`src/rtl/seg_pkg.sv`:
```
// rtl/seg_pkg.sv - shared segment decode constants and slot state type
package seg_pkg;

    // Active-low segment patterns, bit0 = a ... bit6 = g
    localparam logic [6:0] SEG_0     = 7'h40;
    localparam logic [6:0] SEG_1     = 7'h79;
    localparam logic [6:0] SEG_2     = 7'h24;
    localparam logic [6:0] SEG_3     = 7'h30;
    localparam logic [6:0] SEG_4     = 7'h19;
    localparam logic [6:0] SEG_5     = 7'h12;
    localparam logic [6:0] SEG_6     = 7'h02;
    localparam logic [6:0] SEG_7     = 7'h78;
    localparam logic [6:0] SEG_8     = 7'h00;
    localparam logic [6:0] SEG_9     = 7'h10;
    localparam logic [6:0] SEG_BLANK = 7'h7F;

    // All digit enables released (active-low)
    localparam logic [3:0] AN_OFF    = 4'hF;

    // Per-slot phase: dead time first, then the digit is driven
    typedef enum logic {
        ST_BLANK = 1'b0,
        ST_DRIVE = 1'b1
    } slot_state_t;

endpackage

```
`src/rtl/bcd_to_seg.sv`:
```
// rtl/bcd_to_seg.sv - combinational BCD to active-low 7-segment decode
module bcd_to_seg
    import seg_pkg::*;
(
    input  logic [3:0] bcd,
    output logic [6:0] seg
);

    // Non-decimal codes blank the digit rather than showing hex glyphs
    always_comb begin
        seg = SEG_BLANK;
        case (bcd)
            4'd0:    seg = SEG_0;
            4'd1:    seg = SEG_1;
            4'd2:    seg = SEG_2;
            4'd3:    seg = SEG_3;
            4'd4:    seg = SEG_4;
            4'd5:    seg = SEG_5;
            4'd6:    seg = SEG_6;
            4'd7:    seg = SEG_7;
            4'd8:    seg = SEG_8;
            4'd9:    seg = SEG_9;
            default: seg = SEG_BLANK;
        endcase
    end

endmodule

```
`src/rtl/seg_scan_driver.sv`:
```
// rtl/seg_scan_driver.sv - 4-digit multiplexed 7-segment scan driver with blanking and blink
module seg_scan_driver
    import seg_pkg::*;
#(
    parameter int CLK_HZ       = 50000000,
    parameter int SCAN_HZ      = 1000,
    parameter int BLANK_CYCLES = 500,
    parameter int BLINK_DIV    = CLK_HZ / 4
) (
    input  logic       clk,
    input  logic       rst,
    input  logic       en,
    input  logic [3:0] digit0,
    input  logic [3:0] digit1,
    input  logic [3:0] digit2,
    input  logic [3:0] digit3,
    input  logic [3:0] dp_mask,
    input  logic       blink,
    output logic [6:0] seg,
    output logic       dp,
    output logic [3:0] an,
    output logic       frame_done
);

    localparam int SLOT  = CLK_HZ / SCAN_HZ;
    localparam int CNT_W = $clog2(SLOT) + 1;
    localparam int BLK_W = $clog2(BLINK_DIV) + 1;

    slot_state_t      state, state_n;
    logic [CNT_W-1:0] cnt, cnt_n;
    logic [1:0]       idx, idx_n;
    logic [BLK_W-1:0] bcnt, bcnt_n;
    logic             blink_phase, blink_phase_n;
    logic [15:0]      snap_dig, snap_dig_n;
    logic [3:0]       snap_dp, snap_dp_n;
    logic             load;
    logic [3:0]       cur_digit;
    logic [6:0]       dec_seg;
    logic [6:0]       seg_n;
    logic             dp_n;
    logic [3:0]       an_n;
    logic             frame_done_n;

    // Slot counter, digit index and BLANK/DRIVE phase for the next cycle
    always_comb begin
        cnt_n   = cnt;
        idx_n   = idx;
        state_n = state;
        if (!en) begin
            cnt_n   = '0;
            idx_n   = 2'd0;
            state_n = ST_BLANK;
        end else if (cnt == CNT_W'(SLOT - 1)) begin
            cnt_n   = '0;
            idx_n   = idx + 2'd1;
            state_n = ST_BLANK;
        end else begin
            cnt_n   = cnt + CNT_W'(1);
            state_n = (cnt_n >= CNT_W'(BLANK_CYCLES)) ? ST_DRIVE : ST_BLANK;
        end
    end

    // Free-running blink divider, independent of the blink request
    always_comb begin
        bcnt_n        = bcnt + BLK_W'(1);
        blink_phase_n = blink_phase;
        if (bcnt == BLK_W'(BLINK_DIV - 1)) begin
            bcnt_n        = '0;
            blink_phase_n = ~blink_phase;
        end
    end

    // Snapshot is taken once per frame so a frame never shows mixed time values
    always_comb begin
        load       = en && (state == ST_BLANK) && (cnt == '0) && (idx == 2'd0);
        snap_dig_n = load ? {digit3, digit2, digit1, digit0} : snap_dig;
        snap_dp_n  = load ? dp_mask : snap_dp;
    end

    // Select the snapshot digit for the slot being entered
    always_comb begin
        cur_digit = snap_dig_n[3:0];
        case (idx_n)
            2'd0: cur_digit = snap_dig_n[3:0];
            2'd1: cur_digit = snap_dig_n[7:4];
            2'd2: cur_digit = snap_dig_n[11:8];
            2'd3: cur_digit = snap_dig_n[15:12];
            default: cur_digit = snap_dig_n[3:0];
        endcase
    end

    bcd_to_seg u_dec (
        .bcd (cur_digit),
        .seg (dec_seg)
    );

    // Next output values, aligned with the next state so they register together
    always_comb begin
        seg_n        = SEG_BLANK;
        dp_n         = 1'b1;
        an_n         = AN_OFF;
        frame_done_n = en && (idx_n == 2'd3) && (cnt_n == CNT_W'(SLOT - 1));
        if (state_n == ST_DRIVE) begin
            seg_n = dec_seg;
            dp_n  = ~snap_dp_n[idx_n];
            an_n  = (blink && blink_phase_n) ? AN_OFF : ~(4'b0001 << idx_n);
        end
    end

    // State, counters, snapshot and registered outputs
    always_ff @(posedge clk or posedge rst) begin
        if (rst) begin
            state       <= ST_BLANK;
            cnt         <= '0;
            idx         <= 2'd0;
            bcnt        <= '0;
            blink_phase <= 1'b0;
            snap_dig    <= 16'hFFFF;
            snap_dp     <= 4'h0;
            seg         <= SEG_BLANK;
            dp          <= 1'b1;
            an          <= AN_OFF;
            frame_done  <= 1'b0;
        end else begin
            state       <= state_n;
            cnt         <= cnt_n;
            idx         <= idx_n;
            bcnt        <= bcnt_n;
            blink_phase <= blink_phase_n;
            snap_dig    <= snap_dig_n;
            snap_dp     <= snap_dp_n;
            seg         <= seg_n;
            dp          <= dp_n;
            an          <= an_n;
            frame_done  <= frame_done_n;
        end
    end

endmodule

```
`config.mk`:
```
export PLATFORM = sky130hd
export DESIGN_NAME = seg_scan_driver
export DESIGN_NICKNAME = d
export VERILOG_FILES = /design/src/rtl/seg_pkg.sv /design/src/rtl/bcd_to_seg.sv /design/src/rtl/seg_scan_driver.sv
export SDC_FILE = /design/constraint.sdc
export NUM_CORES = 1
export LEC_CHECK = 0
export ABC_AREA = 1
export CAP_MARGIN = 10
export CORE_UTILIZATION = 55
export DETAILED_ROUTE_END_ITERATION = 10
export PLACE_DENSITY = 0.87
export RECOVER_POWER = 50
export SYNTH_ARGS = -nofsm -noshare
export SYNTH_HDL_FRONTEND = slang
export SYNTH_SLANG_ARGS = --single-unit
export TNS_END_PERCENT = 100
```
`constraint.sdc`:
```
create_clock -name clk -period 4.3 [get_ports clk]
set_input_delay 1.075 -clock clk [delete_from_list [all_inputs] [get_ports clk]]
set_output_delay 1.075 -clock clk [all_outputs]
set_load 0.02 [all_outputs]
```
## Yosys cells after proc, flatten, opt, wreduce, memory -nomap -nowiden

Memories as Yosys holds them, arrays and structs flattened.
Cells that the tools add are included.

- Flip-flop bits (word level): 79
- ROM bits: 112
- Output and inout bits: 13
- Memories: 1

- Add/sub/neg operators: 3
- Order comparisons: 2
- Eq/ne operators: 6
- Shifts and indexed selects: 1
- Mux-type cells: 18
- Bitwise gates (word level): 4
- Reductions and logical operators: 9

Memories:

| memory | words | width | rd ports | clocked after memory_dff | wr ports | RTL line | RTL |
|---|---|---|---|---|---|---|---|
| (name not given) | 16 | 7 | 1 | 0 | 0 | bcd_to_seg.sv:12 | `case (bcd)` |

Operator list:

| operator | count |
|---|---|
| == test 17 x 16 -> 1 bit (second input constant) | 2 |
| two-way mux 17 bit | 2 |
| adder 25 x 1 -> 25 bit (second input constant) | 1 |
| == test 25 x 24 -> 1 bit (second input constant) | 1 |
| two-way mux 25 bit | 1 |
| adder 17 x 1 -> 17 bit (second input constant) | 1 |
| >= comparator 17 x 9 -> 1 bit (second input constant) | 1 |
| zero test 17 bit | 1 |
| two-way mux 16 bit | 1 |
| case mux 4 bit (4 select lines) | 1 |
| two-way mux 4 bit | 3 |
| two-way mux 7 bit | 1 |
| logical AND 1 bit | 6 |
| two-way mux 1 bit | 6 |
| == test 2 bit (second input constant) | 2 |
| zero test 2 bit | 2 |
| two-way mux 2 bit | 2 |
| inverter 4 bit | 1 |
| << shifter 1 x 2 -> 4 bit (first input constant) | 1 |
| less-than comparator 2 x 3 -> 1 bit (second input constant) | 1 |
| inverter 1 bit | 3 |
| adder 2 x 1 -> 2 bit (second input constant) | 1 |
| binary-select mux 1 bit (select 2 bit) | 1 |
| == test 2 x 1 -> 1 bit (second input constant) | 1 |

## Longest topological paths before layout

Gate-level depths: netlist of the first run.

- Word-level depth: 9
- Gate-level depth with buffers: 18
- Depth with buffers taken out: 18

## Hierarchy

A second synthesis of the first run with hierarchy kept.

- Cells, all modules: 589
- Area total of the unflattened synthesis: 4,431.8 µm²

By module, submodules not included:

| module | instances | cells each | area an instance (µm²) |
|---|---|---|---|
| seg_scan_driver | 1 | 554 | 4,244.1 |
| bcd_to_seg | 1 | 35 | 187.7 |

## Least setup slack after synthesis of the first run

Ideal clock, no wire load.

- Kind: input-to-reg
- From: input en
- To: register seg[5]
- Setup time: 0.083 ns
- Arrival: 2.601 ns
- Required time: 4.217 ns
- Setup slack: 1.616 ns
- Cell stages on the path: 17
- Buffers on the path: 1
- Cell sequence: inv_2 > nor2_4 > nand2_4 > nor2_8 > nand3_4 > buf_6 > nand2_1 > nand2_1 > o21ai_2 > nand3_2 > nand2_2 > inv_1 > ha_1 > inv_1 > nand3_1 > nand3_1 > nand3_1

- Cells in the longest elaborated chain, start to end: 7
- Elaborated cells on any way between the ends: 13
- Classes of those cells: 3 x eq/ne; 5 x mux; 4 x reduce/logical; 1 x memory

RTL lines:

| element | RTL line | RTL |
|---|---|---|
| start: declaration | seg_scan_driver.sv:12 | `input logic en,` |
| logical AND 1 bit (3 in a row) | seg_scan_driver.sv:75 | `load = en && (state == ST_BLANK) && (cnt == '0) && (idx == 2'd0);` |
| two-way mux 16 bit | seg_scan_driver.sv:76 | `snap_dig_n = load ? {digit3, digit2, digit1, digit0} : snap_dig;` |
| net snap_dig_n[8] | seg_scan_driver.sv:34 | `logic [15:0] snap_dig, snap_dig_n;` |
| case mux 4 bit (4 select lines) | seg_scan_driver.sv:83 | `case (idx_n)` |
| memory read (16 x 7 bit) | - |  |
| two-way mux 7 bit | seg_scan_driver.sv:103 | `if (state_n == ST_DRIVE) begin` |
| net seg_n[5] | seg_scan_driver.sv:39 | `logic [6:0] seg_n;` |
| end signal: assignment | seg_scan_driver.sv:132 | `seg <= seg_n;` |
| end: declaration | seg_scan_driver.sv:19 | `output logic [6:0] seg,` |

The timed path passes the listed nets, and every way through them passes these cells.

## Final worst setup path of the first run

- From: input en
- To: register seg[3]

Same word-level chain as after synthesis.

==> results of run 1 <==
==> cell type report <==
cell class	count	area, sq um	area share [%]
clock inverter	4	26.3	0.519
timing repair buffer	37	365	7.22
inverter	81	305	6.04
tap	102	128	2.52
multi-input combinational	386	2040	40.4
sequential	79	2010	39.8
clock buffer	12	178	3.51
==> per-stage QoR <==
stage	cell area, sq um	instances	total power [W]
after floorplan	4400	550	0.00102
after global placement	4870	685	0.00107
after detailed placement	4870	685	0.00108
after CTS	5080	701	0.00164
after global routing	5060	701	0.00170
final	5060	701	0.00163
==> registers in the layout, indices dropped and copies added, names as in the netlist <==
signal       count
state            1
idx              2
dp               1
an               4
seg              7
cnt             17
snap_dig        16
frame_done       1
bcnt            25
snap_dp          4
blink_phase      1
==> worst paths after layout <==
path | from | end | slack [ns] | cells after the start
hold reg to reg | bcnt[0] | bcnt[0] | 0.46 | 1
hold / removal | bcnt[0] | bcnt[0] | 0.46 | 1
setup / recovery | en | seg[3] | 0.83 | 16
setup reg to reg | cnt[12] | seg[3] | 1.53 | 14
min in group asynchronous | rst | bcnt[17] | 1.86 | 3
max in group asynchronous | rst | bcnt[20] | 1.32 | 3
==> layer usage <==
metal	up-vias	part of all wire, %	GRT usage, %
met2	132	49	43.1
li1	1836	-	-
met1	1764	42	30.2
met3	31	5.5	6.62
met4	0	3.1	11.2
met5	-	0	0
==> power groups by stage <==
stage | logic, W | clock network (W) | registers, W
after detailed placement | 0.000240 | 0 | 0.000844
after CTS | 0.000240 | 0.000567 | 0.000832
after global routing | 0.000269 | 0.000596 | 0.000835
after floorplan | 0.000178 | 0 | 0.000839
after global placement | 0.000226 | 0 | 0.000842
final | 0.000237 | 0.000559 | 0.000832
==> cell usage in the layout, fill, tap and decap left out, types with 2 or more instances in the layout <==
master,synthesis,final
nand2_1,124,124
nor2_1,80,82
inv_1,69,69
dfrtp_1,51,51
nand3_1,45,45
clkdlybuf4s50_1,0,34
dfstp_2,28,28
nand4_1,21,21
nor3_1,15,15
xor2_1,14,14
nor2_4,11,11
nor2_2,11,9
a21oi_1,9,9
ha_1,9,9
clkbuf_8,0,9
inv_2,9,8
nand3_2,7,7
nand2_2,6,6
nor4_1,6,6
o21ai_1,4,4
clkinv_2,1,3
xnor2_1,3,3
clkinv_1,2,3
and3_1,2,2
or2_2,2,2
nor3_2,2,2
o21ai_0,2,2
clkbuf_16,0,2
dlygate4sd3_1,0,2
==> worst register-to-register path: cells and delay by family, from the launching register on <==
kind | cells | cell delay [ns]
adders and majority gates | 1 | 0.29
DFF | 1 | 0.43
and+or+nand+nor | 13 | 2.00
==> kinds of logic after synthesis <==
| logic type | synth area share (%) |
|---|---|
| AND/OR/NAND/NOR | 38.0 |
| buffers and inverters | 7.73 |
| flip-flops | 45.7 |
| AO/OA/AOI/OAI | 2.62 |
| XOR/XNOR | 3.38 |
| adder cells (fa/ha/maj) | 2.56 |
==> metrics.txt, run 1 <==
status finished, violations left; failing checks max-capacitance violations, max-slew violations; n_diodes 0; Max Root-Sink Buffers 2; Die ar. 8360 sq um; Initial DRC Count 185; Slew @ Worst Pin 1.93 ns; CTS Sinks 79; Mean Syn Cell Area 8.00 sq um; IO Pins 37; final setup vio count 0; Post-synth top flop dfrtp_1; GPL Wtd Cong 0.930; Clock power frac 34.3%; FP Rows 32; Slew Limit Fails 80; Sw Share 27.4%; Comb power frac 14.6%; drt total wl 9.94 mm; H-Tree Depth 3; antenna viol nets, final 0; DR vias/cell 5.37; max cap viols 1; most frequent CP cell nand3_1; final hold vios 0; Setup Crit Path Kind input pin to flip-flop; share of cells above drive strength 1 15.9%; ys async rst share 100%; detailed placement HPWL 7.28 mm; fraction of the yosys area taken by sequential cells 45.7%; synth unique cells 41; crit path capture type flip-flop; first-pass GRT wire length 16.6 mm; CP startpoint kind input pin; Post-CTS Hold Fix Bufs 0; commonest cells in the synthesized netlist 124 x nand2_1, 80 x nor2_1, 69 x inv_1, 51 x dfrtp_1, 45 x nand3_1; Power Density 322 nW/um^2; Via Count 3,763; CP required 4.57 ns; largest net degree at the start of global routing 80; cts bufs inserted 9; Leak 2.38 nW; Synth area leader dfrtp_1; GRT Total Usage 25.4%; Post-route DRC 0; CP arrival 3.74 ns; dpl ws 0.565 ns; Final Core Density 65.5%; area share of the largest cell type after synthesis 29.0%; Worst-Skew Late Latency 0.35 ns; Post-synth EDFFs 0; Netlist Area Pre-Place 4400 sq um; cell family contributing the most delay on the critical path simple AND/OR/NAND/NOR gates; cell with the most instances after synthesis nand2_1; fin worst setup slack 0.833 ns; RSZ-0062 raised after global routing no; crit path max fanout 18; core area 7730 sq um; worst hold margin 0.459 ns; TritonCTS clock tree yes; Max Clock Skew 0.0142 ns; DR WL/cell 14.2 microns; CP Cell Sequence dlygate4sd3_1 > inv_2 > nor2_4 > nand2_4 > nor2_8 > nand3_4 > clkinv_2 > nor2_2 > nor2_4 > nand2_1 > nand3_2 > nand2_2 > ha_1 > nand3_1 > nand3_1 > nand3_1; slew margin rel. -28.3%; Int Power 0.00118 W; Die W 91.5 microns; Area Overhead vs Synth 14.9%; fill count 600; number of global-route vias before repair 3,754; fin nets 627; DR pass1 iterations 4; net count after synthesis 583; CTS clk-pin slew, worst paths 0.09 ns; clock root buffer clkbuf_8; peak per-stage delay on the critical path 0.67 ns; cts repair resizes 0; CP Buf/Inv Count 3; buffers added on ports 36; Synth Instances 550; ranking of synthesized cells by area dfrtp_1 29%, dfstp_2 17%, nand2_1 11%, nor2_1 6.8%, inv_1 5.9%; fin crit period 3.47 ns; Yosys reg bits 79; Net Sw Power 0.000447 W; Worst VDD drop 340 uV; Initial Utilization 57.0%; initial antenna violation count 0; slowest CP cell dlygate4sd3_1; setup TNS 0 ns; Post-CTS Setup Bufs 0; period utilisation layout 80.6%; Die H 91.5 microns; f_max 0.288 GHz; global route overflow 0; HP Class flip-flop to flip-flop; yosys warns 0; Seq pwr share 51.1%
Note: power is estimated with default switching activity, not from simulation.
==> inputs of run 2 (changes only) <==
--- a/config.mk
+++ b/config.mk
@@ -7,9 +7,9 @@
 export LEC_CHECK = 0
 export ABC_AREA = 1
 export CAP_MARGIN = 10
-export CORE_UTILIZATION = 55
+export CORE_UTILIZATION = 53
 export DETAILED_ROUTE_END_ITERATION = 10
-export PLACE_DENSITY = 0.87
+export PLACE_DENSITY = 0.88
 export RECOVER_POWER = 50
 export SYNTH_ARGS = -nofsm -noshare
 export SYNTH_HDL_FRONTEND = slang
==> constraint.sdc (replaced) <==
create_clock -name clk -period 3 [get_ports clk]
set_input_delay 0.75 -clock clk [delete_from_list [all_inputs] [get_ports clk]]
set_output_delay 0.75 -clock clk [all_outputs]
set_load 0.02 [all_outputs]
==> metrics.txt, run 2 (synthesized netlist as in run 1, its figures left out) <==
status finished, violations left; clock root buffer clkbuf_8; fill count 602; crit path capture type flip-flop; Comb power frac 14.8%; CP required 3.28 ns; DR vias/cell 5.38; TritonCTS clock tree yes; crit path max fanout 10; Setup Crit Path Kind input pin to flip-flop; f_max 0.370 GHz; Via Count 3,816; H-Tree Depth 3; FP Rows 32; Net Sw Power 0.000673 W; slew margin rel. -12.7%; most common cell after layout, fill and taps aside nand2_1; GPL Wtd Cong 0.942; first-pass GRT wire length 16.5 mm; Sequential cell area 2010 sq um; fin worst setup slack 0.298 ns; fin crit period 2.70 ns; reg-to-reg startpoint cnt[0]; RSZ-0062 raised after global routing no; top flop regs bcnt: 25 flops, cnt: 17 flops, snap_dig: 16 flops; Leak 2.42 nW; Worst VDD drop 521 uV; Post-route DRC 0; Power Density 463 nW/um^2; fin nets 635; CTS clk-pin slew, worst paths 0.08 ns; final setup vio count 0; Slew Limit Fails 80; cts repair resizes 0; DR pass1 iterations 5; Initial DRC Count 182; IO Pins 37; Die W 93.1 microns; CP arrival 2.98 ns; Slew @ Worst Pin 1.69 ns; Die ar. 8670 sq um; drt total wl 9.83 mm; Initial Utilization 55.8%; worst hold endpoint cnt[0]; Clock power frac 34.9%; CTS Sinks 79; reg-to-reg slack, setup 0.55 ns; dpl ws 0.00254 ns; failing checks max-capacitance violations, max-slew violations; Seq pwr share 50.2%; share of cells above drive strength 1 17.3%; CP startpoint kind input pin; GRT Total Usage 24.5%; Max Root-Sink Buffers 2; Post-CTS Setup Bufs 0; largest net degree at the start of global routing 80; multi-input logic area 2040 sq um; most frequent cells in the layout 124 x nand2_1, 80 x nor2_1, 69 x inv_1; Max Clock Skew 0.0104 ns; Worst-Skew Late Latency 0.36 ns; Biggest register bcnt; reg2reg end seg[3]; Area Overhead vs Synth 16.4%; max FFs per register 25; hold wc startpoint cnt[0]; r2r worst-path depth 14; detailed placement HPWL 7.41 mm; Sw Share 28.4%; Die H 93.1 microns; core area 7890 sq um; Int Power 0.00170 W; antenna viol nets, final 0; final hold vios 0; DR WL/cell 13.9 microns; period utilisation layout 90.1%; global route overflow 0; cts bufs inserted 9; max cap viols 1; number of global-route vias before repair 3,734; n_diodes 0; setup TNS 0 ns; HP Class flip-flop to flip-flop; Post-CTS Hold Fix Bufs 0; WHS Path Cells 1; buffers added on ports 36; initial antenna violation count 0
[run 2: cell count changes in the layout (fill, tap and decap cells not counted), sizes merged]
cell	previous run	this run
inv	77	81
clkinv	7	5
clkbuf	13	9
buf	0	9
bufinv	0	1
[run 2: power by group through the flow]
stage / sequential [W] / combinational [W] / clock (W)
2_1_floorplan: 0.00120 / 0.000255 / 0
3_3_place_gp: 0.00121 / 0.000332 / 0
3_5_place_dp: 0.00121 / 0.000351 / 0
4_1_cts: 0.00119 / 0.000354 / 0.000842
5_1_grt: 0.00120 / 0.000389 / 0.000882
6_report: 0.00119 / 0.000352 / 0.000829
[run 2: per-stage QoR]
| step | power (W) | instances | hold WS, ns | instance area (sq um) | util (%) |
|---|---|---|---|---|---|
| global route | 0.00247 | 709 | 0.499 | 5120 | 64.9 |
| detailed placement | 0.00156 | 693 | 0.462 | 4930 | 62.6 |
| floorplan | 0.00146 | 550 | 0.425 | 4400 | - |
| global placement | 0.00154 | 693 | 0.439 | 4930 | 62.6 |
| finish | 0.00237 | 709 | 0.471 | 5120 | 64.9 |
| CTS | 0.00239 | 709 | 0.475 | 5140 | 65.2 |
[run 2: worst max-delay path by stage]
stage                     cells after the start  from      end  slack, ns
after floorplan                               1   rst  bcnt[0]       0.27
after global placement                       16    en   seg[3]       0.10
after detailed placement                     16    en   seg[3]      0.003
after CTS                                    16    en   seg[3]       0.39
after global routing                         18    en   seg[5]       0.15
final                                        18    en   seg[5]       0.30
[run 2: cell type report]
class	count	share of cell area [%]
inverter	81	5.96
clock inverter	7	1.64
sequential	79	39.3
tap	102	2.49
clock buffer	9	2.42
timing repair buffer	45	8.30
multi-input combinational	386	39.9
[run 2: routing by layer]
metal | up-vias | GRT usage (%) | part of all wire [%]
met1 | 1804 | 29.0 | 41
met2 | 144 | 43.4 | 51
li1 | 1849 | - | -
met3 | 19 | 6.18 | 6.8
met5 | - | 0 | 0
met4 | 0 | 7.82 | 1.7
[run 2: worst max-delay path, stage by stage]
cell,delay (ns)
dlygate4sd3_1,0.56
inv_2,0.09
nor2_4,0.04
nand2_4,0.09
nor2_8,0.06
nand3_4,0.16
clkinv_2,0.16
nor2_2,0.18
nor2_4,0.05
nand2_1,0.07
nand3_2,0.08
nand2_2,0.12
inv_1,0.08
ha_1,0.18
inv_1,0.05
nand3_1,0.08
nand3_1,0.09
nand3_1,0.08
==> inputs of run 3 (changes only) <==
--- a/config.mk
+++ b/config.mk
@@ -9,6 +9,7 @@
 export CAP_MARGIN = 10
 export CORE_UTILIZATION = 53
 export DETAILED_ROUTE_END_ITERATION = 10
+export GPL_ROUTABILITY_DRIVEN = 0
 export PLACE_DENSITY = 0.88
 export RECOVER_POWER = 50
 export SYNTH_ARGS = -nofsm -noshare
==> metrics.txt, run 3 (synthesized netlist as in run 1, its figures left out) <==
cts repair resizes 0; core area 7890 sq um; GRT Total Usage 25.3%; Area Overhead vs Synth 15.8%; DR WL/cell 14.3 microns; Worst-Skew Late Latency 0.36 ns; Worst VDD drop 379 uV; RSZ-0062 raised after global routing no; Via Count 3,887; Int Power 0.00163 W; CTS Sinks 79; initial antenna violation count 0; global route overflow 0; CP startpoint kind input pin; Clock power frac 32.9%; Slew Limit Fails 0; CP required 3.31 ns; final setup vio count 0; period utilisation layout 90.6%; Seq pwr share 51.5%; top flop regs bcnt: 25 flops, cnt: 17 flops, snap_dig: 16 flops; fin nets 635; detailed placement HPWL 7.47 mm; Post-CTS Setup Bufs 0; TritonCTS clock tree yes; slew margin rel. 34.4%; CTS clk-pin slew, worst paths 0.09 ns; clock root buffer clkbuf_8; IO Pins 37; CP arrival 3.03 ns; status completed; Critical Path Start en; drt total wl 10.1 mm; Comb power frac 15.6%; DR pass1 iterations 7; most frequent cells in the layout 124 x nand2_1, 80 x nor2_1, 70 x inv_1; reg2reg end seg[3]; FP Rows 32; final hold vios 0; DR vias/cell 5.48; Tot Pwr 0.00231 W; share of cells above drive strength 1 17.1%; HP Class flip-flop to flip-flop; largest net degree at the start of global routing 41; reg-to-reg slack, setup 0.49 ns; Initial Utilization 55.8%; Initial DRC Count 223; crit path capture type flip-flop; first-pass GRT wire length 17.0 mm; Setup Crit Path Kind input pin to flip-flop; r2r worst-path depth 14; Max Root-Sink Buffers 2; Die W 93.1 microns; crit path max fanout 10; antenna viol nets, final 0; Post-CTS Hold Fix Bufs 0; cts bufs inserted 9; Power Density 453 nW/um^2; Slew @ Worst Pin 0.983 ns; Max Clock Skew 0.0105 ns; H-Tree Depth 3; Die ar. 8670 sq um; reg-to-reg startpoint cnt[10]; Die H 93.1 microns; n_diodes 0; max cap viols 0; Post-route DRC 0; Biggest register bcnt; buffers added on ports 36; f_max 0.368 GHz; setup TNS 0 ns; Leak 2.41 nW; worst hold margin 0.468 ns; most common cell after layout, fill and taps aside nand2_1; Sw Share 29.3%; fin crit period 2.72 ns; max FFs per register 25; Critical Path End seg[3]; Net Sw Power 0.000677 W; number of global-route vias before repair 3,836; Inst Count DP 693; Layout Cells excl Fill 709
-- run 3: cell types whose count changed in the layout (fill, tap and decap cells not counted), sizes merged --
cell	delta
bufinv	-1
clkinv	-1
buf	-2
dlygate4sd3	-1
clkinvlp	+1
clkbuf	+3
clkdlybuf4s50	+1
-- run 3: layout make-up --
cell class | count | area, sq um
clock inverters | 6 | 50.0
multi-input cells | 386 | 2040
clock buffers | 10 | 138
repair buffers | 45 | 422
inverters | 81 | 305
well taps | 102 | 128
fillers | 618 | 2790
flip-flops and latches | 79 | 2010
-- run 3: critical path, stage by stage --
cell and delay, ns:
clkdlybuf4s50_1 0.49, inv_2 0.06, nor2_4 0.10, nand2_4 0.09, nor2_8 0.15, nand3_4 0.18, nand2_1 0.11, nand2_1 0.09
nand3_1 0.13, nand3_1 0.10, nor2_2 0.21, ha_1 0.28, nand3_1 0.12, nand3_1 0.10, nand3_1 0.08
-- run 3: stage by stage --
| step | util (%) | cell area (sq um) | setup WS (ns) |
|---|---|---|---|
| floorplan | - | 4400 | 0.273 |
| finish | 64.6 | 5100 | 0.283 |
| global placement | 62.6 | 4930 | 0.117 |
| detailed placement | 62.6 | 4930 | -0.0206 |
| CTS | 64.9 | 5120 | 0.324 |
| global route | 64.6 | 5100 | 0.123 |
-- run 3: how the worst min path moves through the flow --
| stage | from | slack (ns) | depth (start not counted) | to |
|---|---|---|---|---|
| after global placement | bcnt[0] | 0.44 | 1 | bcnt[0] |
| after CTS | blink_phase | 0.47 | 1 | blink_phase |
| after floorplan | bcnt[0] | 0.43 | 1 | bcnt[0] |
| after detailed placement | blink_phase | 0.45 | 1 | blink_phase |
| final | bcnt[0] | 0.47 | 1 | bcnt[0] |
| after global routing | bcnt[0] | 0.49 | 1 | bcnt[0] |
-- run 3: power by group through the flow --
stage / Clock, W / Combinational, W / Sequential [W]
finish: 0.000760 / 0.000359 / 0.00119
global route: 0.000823 / 0.000400 / 0.00120
CTS: 0.000771 / 0.000360 / 0.00119
detailed placement: 0 / 0.000353 / 0.00121
global placement: 0 / 0.000332 / 0.00121
floorplan: 0 / 0.000255 / 0.00120
-- run 3: per-layer routing --
layer	up-vias	share of wire, %	track usage (%)
met1	1852	41	30.2
met5	-	0	0
met4	0	2.2	9.10
li1	1846	-	-
met2	163	51	43.9
met3	26	6.3	6.50
